File: src/rtl/dac_spi_pkg.sv
`default_nettype none
// ---- dac_spi_pkg : frame geometry, state encoding, data-word formatting  (rev 1.0) ----
// Build option DAC_SPI_OFFSET_BINARY_EN: invert data MSB (two's complement -> offset binary).
package dac_spi_pkg;
  localparam int FRAME_W  = 24;
  localparam int DATA_W   = 16;
  localparam int CMD_W    = 8;
  localparam int HALF_CNT = 2 * FRAME_W;

  localparam logic [CMD_W-1:0] DEF_CMD_A = 8'h10;
  localparam logic [CMD_W-1:0] DEF_CMD_B = 8'h24;

  localparam logic [2:0] S_IDLE  = 3'd0;
  localparam logic [2:0] S_START = 3'd1;
  localparam logic [2:0] S_SHIFT = 3'd2;
  localparam logic [2:0] S_STOP  = 3'd3;
  localparam logic [2:0] S_GAP   = 3'd4;

  typedef enum logic [2:0] {
    ST_IDLE  = S_IDLE,
    ST_START = S_START,
    ST_SHIFT = S_SHIFT,
    ST_STOP  = S_STOP,
    ST_GAP   = S_GAP
  } state_t;

  // Command bytes never pass through here, only the 16-bit sample words.
  function automatic logic [DATA_W-1:0] fmt_data(input logic [DATA_W-1:0] d);
`ifdef DAC_SPI_OFFSET_BINARY_EN
    return {~d[DATA_W-1], d[DATA_W-2:0]};
`else
    return d;
`endif
  endfunction
endpackage
`default_nettype wire

File: src/rtl/dac_spi_writer_sclk_tick_gen.sv
`default_nettype none
// ---- sclk_tick_gen : CLK_DIV down-counter, one tick per SCLK half-period  (rev 1.0) ----
module sclk_tick_gen
  import dac_spi_pkg::*;
#(
  parameter int CLK_DIV = 2
) (
  input  logic i_clk,
  input  logic inst_arst_n,
  input  logic enable,
  input  logic restart,
  output logic tick
);
  localparam int            CW     = $clog2(CLK_DIV + 1);
  localparam logic [CW-1:0] RELOAD = CW'(CLK_DIV - 1);

  logic [CW-1:0] cnt;

  assign tick = enable && (cnt == '0);

  // restart aligns the first tick of every state to CLK_DIV cycles after entry
  always_ff @(posedge i_clk or negedge inst_arst_n) begin
    if (!inst_arst_n)         cnt <= RELOAD;
    else if (restart || tick) cnt <= RELOAD;
    else if (enable)          cnt <= cnt - CW'(1);
  end
endmodule
`default_nettype wire

File: src/rtl/dac_spi_writer.sv
`default_nettype none
// ---- dac_spi_writer : cos/sin pair -> two 24-bit SPI frames to a dual 16-bit DAC  (rev 1.0) ----
// Build option DAC_SPI_OFFSET_BINARY_EN sends data words in offset binary.
module dac_spi_writer
  import dac_spi_pkg::*;
#(
  parameter int               CLK_DIV = 2,
  parameter int               CS_GAP  = 4,
  parameter logic [CMD_W-1:0] CMD_A   = DEF_CMD_A,
  parameter logic [CMD_W-1:0] CMD_B   = DEF_CMD_B
) (
  input  logic              i_clk,
  input  logic              inst_arst_n,
  input  logic              i_enable,
  input  logic              i_valid,
  input  logic [DATA_W-1:0] i_cos,
  input  logic [DATA_W-1:0] i_sin,
  input  logic              i_clr_overrun,
  output logic              o_sclk,
  output logic              o_mosi,
  output logic              o_cs_n,
  output logic              o_busy,
  output logic              o_pair_done,
  output logic              o_overrun
);
  localparam int            GW         = $clog2(CS_GAP + 1);
  localparam logic [GW-1:0] GAP_RELOAD = GW'(CS_GAP - 1);
  localparam logic [5:0]    LAST_HALF  = 6'(HALF_CNT - 1);

  state_t              state, state_nx;
  logic [2*DATA_W-1:0] pend;
  logic                pend_full, capture, take;
  logic                tick, tick_en, restart;
  logic [FRAME_W-1:0]  shreg, shreg_nx;
  logic [DATA_W-1:0]   sin_hold, sin_hold_nx;
  logic                chan_b, chan_b_nx;
  logic [5:0]          bit_cnt, bit_cnt_nx;
  logic [GW-1:0]       gap_cnt, gap_cnt_nx;
  logic                sclk_nx, mosi_nx, cs_n_nx, done_nx;

  assign capture = i_valid && i_enable;
  assign take    = (state == ST_IDLE) && pend_full;
  assign o_busy  = (state != ST_IDLE);
  assign tick_en = (state == ST_START) || (state == ST_SHIFT) || (state == ST_STOP);
  assign restart = (state_nx != state);

  // A capture coinciding with a take refills the buffer the FSM just emptied: not an overrun.
  always_ff @(posedge i_clk or negedge inst_arst_n) begin
    if (!inst_arst_n) begin
      pend      <= '0;
      pend_full <= 1'b0;
      o_overrun <= 1'b0;
    end else begin
      if (capture)   pend <= {i_cos, i_sin};
      if (capture)   pend_full <= 1'b1;
      else if (take) pend_full <= 1'b0;
      if (capture && pend_full && !take) o_overrun <= 1'b1;
      else if (i_clr_overrun)            o_overrun <= 1'b0;
    end
  end

  sclk_tick_gen #(.CLK_DIV(CLK_DIV)) u_tick (
    .i_clk       (i_clk),
    .inst_arst_n (inst_arst_n),
    .enable      (tick_en),
    .restart     (restart),
    .tick        (tick)
  );

  always_comb begin
    state_nx    = state;
    shreg_nx    = shreg;
    sin_hold_nx = sin_hold;
    chan_b_nx   = chan_b;
    bit_cnt_nx  = bit_cnt;
    gap_cnt_nx  = gap_cnt;
    sclk_nx     = o_sclk;
    mosi_nx     = o_mosi;
    cs_n_nx     = o_cs_n;
    done_nx     = 1'b0;
    unique case (state)
      ST_IDLE: begin
        mosi_nx = 1'b0;
        if (pend_full) begin
          shreg_nx    = {CMD_A, fmt_data(pend[2*DATA_W-1:DATA_W])};
          sin_hold_nx = pend[DATA_W-1:0];
          chan_b_nx   = 1'b0;
          cs_n_nx     = 1'b0;
          state_nx    = ST_START;
        end
      end
      ST_START: begin
        if (tick) begin
          bit_cnt_nx = '0;
          state_nx   = ST_SHIFT;
        end
      end
      // Even half-periods end with a rising edge (new bit out), odd ones with a falling edge.
      ST_SHIFT: begin
        if (tick) begin
          if (bit_cnt == LAST_HALF) begin
            sclk_nx  = 1'b0;
            state_nx = ST_STOP;
          end else begin
            bit_cnt_nx = bit_cnt + 6'd1;
            sclk_nx    = ~o_sclk;
            if (!bit_cnt[0]) begin
              mosi_nx  = shreg[FRAME_W-1];
              shreg_nx = {shreg[FRAME_W-2:0], 1'b0};
            end
          end
        end
      end
      ST_STOP: begin
        if (tick) begin
          cs_n_nx    = 1'b1;
          gap_cnt_nx = GAP_RELOAD;
          state_nx   = ST_GAP;
        end
      end
      ST_GAP: begin
        if (gap_cnt != '0) begin
          gap_cnt_nx = gap_cnt - GW'(1);
        end else if (!chan_b) begin
          shreg_nx  = {CMD_B, fmt_data(sin_hold)};
          chan_b_nx = 1'b1;
          cs_n_nx   = 1'b0;
          state_nx  = ST_START;
        end else begin
          done_nx  = 1'b1;
          mosi_nx  = 1'b0;
          state_nx = ST_IDLE;
        end
      end
      default: state_nx = ST_IDLE;
    endcase
  end

  always_ff @(posedge i_clk or negedge inst_arst_n) begin
    if (!inst_arst_n) begin
      state       <= ST_IDLE;
      shreg       <= '0;
      sin_hold    <= '0;
      chan_b      <= 1'b0;
      bit_cnt     <= '0;
      gap_cnt     <= '0;
      o_sclk      <= 1'b0;
      o_mosi      <= 1'b0;
      o_cs_n      <= 1'b1;
      o_pair_done <= 1'b0;
    end else begin
      state       <= state_nx;
      shreg       <= shreg_nx;
      sin_hold    <= sin_hold_nx;
      chan_b      <= chan_b_nx;
      bit_cnt     <= bit_cnt_nx;
      gap_cnt     <= gap_cnt_nx;
      o_sclk      <= sclk_nx;
      o_mosi      <= mosi_nx;
      o_cs_n      <= cs_n_nx;
      o_pair_done <= done_nx;
    end
  end
endmodule
`default_nettype wire

File: config.mk
export PLATFORM = sky130hd
export DESIGN_NAME = dac_spi_writer
export DESIGN_NICKNAME = d
export VERILOG_FILES = /design/src/rtl/dac_spi_pkg.sv /design/src/rtl/dac_spi_writer_sclk_tick_gen.sv /design/src/rtl/dac_spi_writer.sv
export SDC_FILE = /design/constraint.sdc
export NUM_CORES = 1
export LEC_CHECK = 0
export ABC_AREA = 1
export CORE_UTILIZATION = 30
export CTS_BUF_LIST = sky130_fd_sc_hd__clkbuf_16
export CTS_CLUSTER_DIAMETER = 200
export DETAILED_ROUTE_END_ITERATION = 16
export SKIP_LAST_GASP = 1
export SLEW_MARGIN = 20
export SYNTH_ARGS = -nofsm -noshare
export SYNTH_HDL_FRONTEND = slang
export SYNTH_SLANG_ARGS = --single-unit
File: constraint.sdc
create_clock -name i_clk -period 5.1 [get_ports i_clk]
set_clock_uncertainty 0.2 [all_clocks]
set_input_delay 0.765 -clock i_clk [delete_from_list [all_inputs] [get_ports i_clk]]
set_output_delay 0.765 -clock i_clk [all_outputs]
set_load 0.05 [all_outputs]
==> metrics.md <==
| Metric | Value |
|---|---|
| Total CTS buffers | `9` |
| Headroom to the max-slew limit | `41.1%` |
| Total clock sinks | `93` |
| Number of DRC markers in iteration 0 | `229` |
| Fin crit share | `56.7%` |
| Internal | `1210 uW` |
| Vias in the first global route | `3384` |
| Overall Global Routing Usage | `13.6%` |
| Failing checks | `DRC` |
| Post-synth top area share | `53.6%` |
| Post-DP HPWL | `5.83 mm` |
| Async set-reset flop share out of synthesis | `100%` |
| Number of diodes | `0` |
| Critical path required time | `4140 ps` |
| Worst setup SP type | `flip-flop` |
| TritonCTS clock tree | `done` |
| Post-synth net total | `566` |
| Routed WL | `9.05 mm` |
| Synth Flop Type | `dfrtp_1` |
| Final Non-Filler Cells | `745` |
| Grt ovf | `0` |
| Synth-to-Final Area Change | `20.2%` |
| Met3 Track Usage GR | `3.05%` |
| CTS H-tree lvls | `3` |
| Psw | `376 uW` |
| TNS Setup | `0 ps` |
| Row Count | `43` |
| Power Density | `311 nW/um2` |
| Grt peak-use layer | `met2` |
| CORE AREA | `13800 um2` |
| Drt wl/cell | `12.1 um` |
| Worst-Margin Slew | `881 ps` |
| Die area | `14600 um2` |
| PostCTS Resize Cnt | `0` |
| Root Buffer | `clkbuf_16` |
| Grt met2 use | `23.1%` |
| Clock Power Share | `43.2%` |
| Initial Util | `30.7%` |
| Synthesized flop and latch total | `93` |
| Clock Latency Late Sink | `350 ps` |
| Hold-fix buffers at CTS | `0` |
| Final Hold Viols | `0` |
| Die Wd | `121 um` |
| GR Util met1 | `16.9%` |
| Syn Inst Count | `525` |
| YS warnings | `0` |
| Switching share of power | `23.6%` |
| DR pass1 iterations | `10` |
| Clock transition at path regs | `70 ps` |
| Nets | `601` |
| Synthesized area per cell | `8.09 um2` |
| CP Capture Type | `primary output` |
| Post-synthesis sequential area ratio | `54.8%` |
| Placed cells | `729` |
| Netlist cell types | `32` |
| Lkg Pwr | `0.00266 uW` |
| Post-route ant nets | `0` |
| Ranking of synthesized cells by area | `dfrtp_1 (54%), nand2_1 (23%), nand3_1 (5.1%)` |
| I/O pin total | `43` |
| Path type of the worst setup path | `flip-flop to primary output` |
| Max frequency | `0.346 GHz` |
| Setup WS post-layout | `2210 ps` |
| Post-synth EDFFs | `0` |
| Dpl ws | `2530 ps` |
| VDD IR max | `0.160 mV` |
| Drt via density | `4.54` |
| Data arrival, critical path | `1930 ps` |
| Port buffer count | `42` |
| Seq pwr share | `50.5%` |
| Cell area after synthesis | `4250 um2` |
| Fraction of layout cells with a size suffix above 1 | `6.37%` |
| Status | `finished, violations left` |
| DRC viols | `2` |
| Die Y-Extent | `121 um` |
| Initial antenna violation count | `0` |
| Pin count of the biggest net entering global routing | `50` |
| Final setup fails | `0` |
| DR vias | `3380` |
| Final Max Tran Viols | `0` |
| Max clock buf depth | `2` |
| Area leader, netlist | `dfrtp_1` |
| Hold/Removal Path Class | `primary input to asynchronous set/reset pin` |
| Logic gate share of total power | `6.3%` |
| Max-cap violations | `0` |
| Filler cells | `1405` |
| Worst hold margin | `213 ps` |
| Final RePlAce weighted congestion | `0.763` |
| Reg area | `2330 um2` |
| Setup bufs post-CTS | `0` |
| First-pass GRT wire length | `15.7 mm` |
| Footprint of the multi-input gates | `1690 um2` |
| Worst Path Max Fanout | `6` |
| RSZ-0062 raised after global routing | `no` |
| Min cycle time layout | `2890 ps` |
==> final cells by class <==
type / instances / share of cell area [%]
Sequential cell: 93 / 45.6
Clock inverter: 7 / 1.67
Clock buffer: 9 / 4.41
Tap cell: 180 / 4.41
Timing Repair Buffer: 44 / 8.48
Inverter: 31 / 2.33
Multi-Input combinational cell: 381 / 33.1
==> through the flow <==
step | util, % | power [uW] | instance area [um2]
after floorplan | - | 856 | 4250
after global placement | 34.7 | 915 | 4800
after detailed placement | 34.7 | 919 | 4800
after CTS | 36.9 | 1610 | 5110
after global routing | 36.9 | 1650 | 5110
final | 36.9 | 1590 | 5110
==> cell usage after synthesis, drive strengths merged, types with 2 or more instances <==
cell	instances
a21oi	3
a31oi	2
buf	11
clkbuf	9
dfrtp	91
dfstp	2
ha	4
inv	31
nand2	269
nand3	43
nand3b	5
nand4	3
nor2	22
o21ai	21
xor2	2
==> metal layers <==
layer | vias to the layer above | wire (um) | share of wire [%]
met3 | 9 | 382 | 4.2
met1 | 1597 | 4260 | 47
met2 | 65 | 4280 | 47
li1 | 1709 | - | -
met4 | 0 | 119 | 1.3
met5 | - | 0 | 0
==> placed cells by master, fill, tap and decap left out, drive strengths merged, types with 3 or more instances in the layout <==
master	n
clkinv	4
nand2	269
dfrtp	91
nor2	22
o21ai	21
a21oi	3
nand3b	5
clkdlybuf4s50	41
nand4	3
ha	4
nand3	43
inv	33
clkbuf	9
buf	3
==> kinds of logic after synthesis <==
kind of cell	count (synthesis)	share of synthesized area, %
XOR/XNOR	3	0.619
flip-flops	93	54.8
adder cells (fa/ha/maj)	4	1.18
AO/OA/AOI/OAI	30	4.09
buffers and inverters	51	5.36
AND/OR/NAND/NOR	344	33.9
==> worst max-delay path, cell delays in order, from the launching register on <==
cell	delay (ps)
dfrtp_1	440
inv_2	110
nand2_4	80
nor2_1	190
inv_1	70
clkdlybuf4s50_1	700
==> power groups by stage <==
stage	Clock, uW	Sequential [uW]	Combinational, uW
floorplan	0	812	43.8
finish	686	802	101
global route	731	807	117
global placement	0	814	100
CTS	707	802	104
detailed placement	0	815	103
==> flip-flops by register name, indices dropped and copies added (netlist names) <==
register / count
bit_cnt: 6
chan_b: 1
gap_cnt: 3
o_cs_n: 1
o_mosi: 1
o_overrun: 1
o_pair_done: 1
o_sclk: 1
pend: 32
pend_full: 1
shreg: 24
sin_hold: 16
state: 3
u_tick.cnt: 2
==> path summary, 6_finish.rpt <==
check	from	to	slack, ps	cells past startpoint
setup / recovery	state[0]$_DFF_PN0_	o_busy	2210	5
hold / removal	inst_arst_n	gap_cnt[1]$_DFFE_PN0P_	210	1
setup reg to reg	bit_cnt[0]$_DFFE_PN0P_	shreg[14]$_DFFE_PN0P_	2550	7
hold reg to reg	gap_cnt[2]$_DFFE_PN0P_	gap_cnt[2]$_DFFE_PN0P_	270	1
max in group asynchronous	inst_arst_n	shreg[14]$_DFFE_PN0P_	3460	2
min in group i_clk	gap_cnt[2]$_DFFE_PN0P_	gap_cnt[2]$_DFFE_PN0P_	270	1
Note: power is estimated with default switching activity, not from simulation.
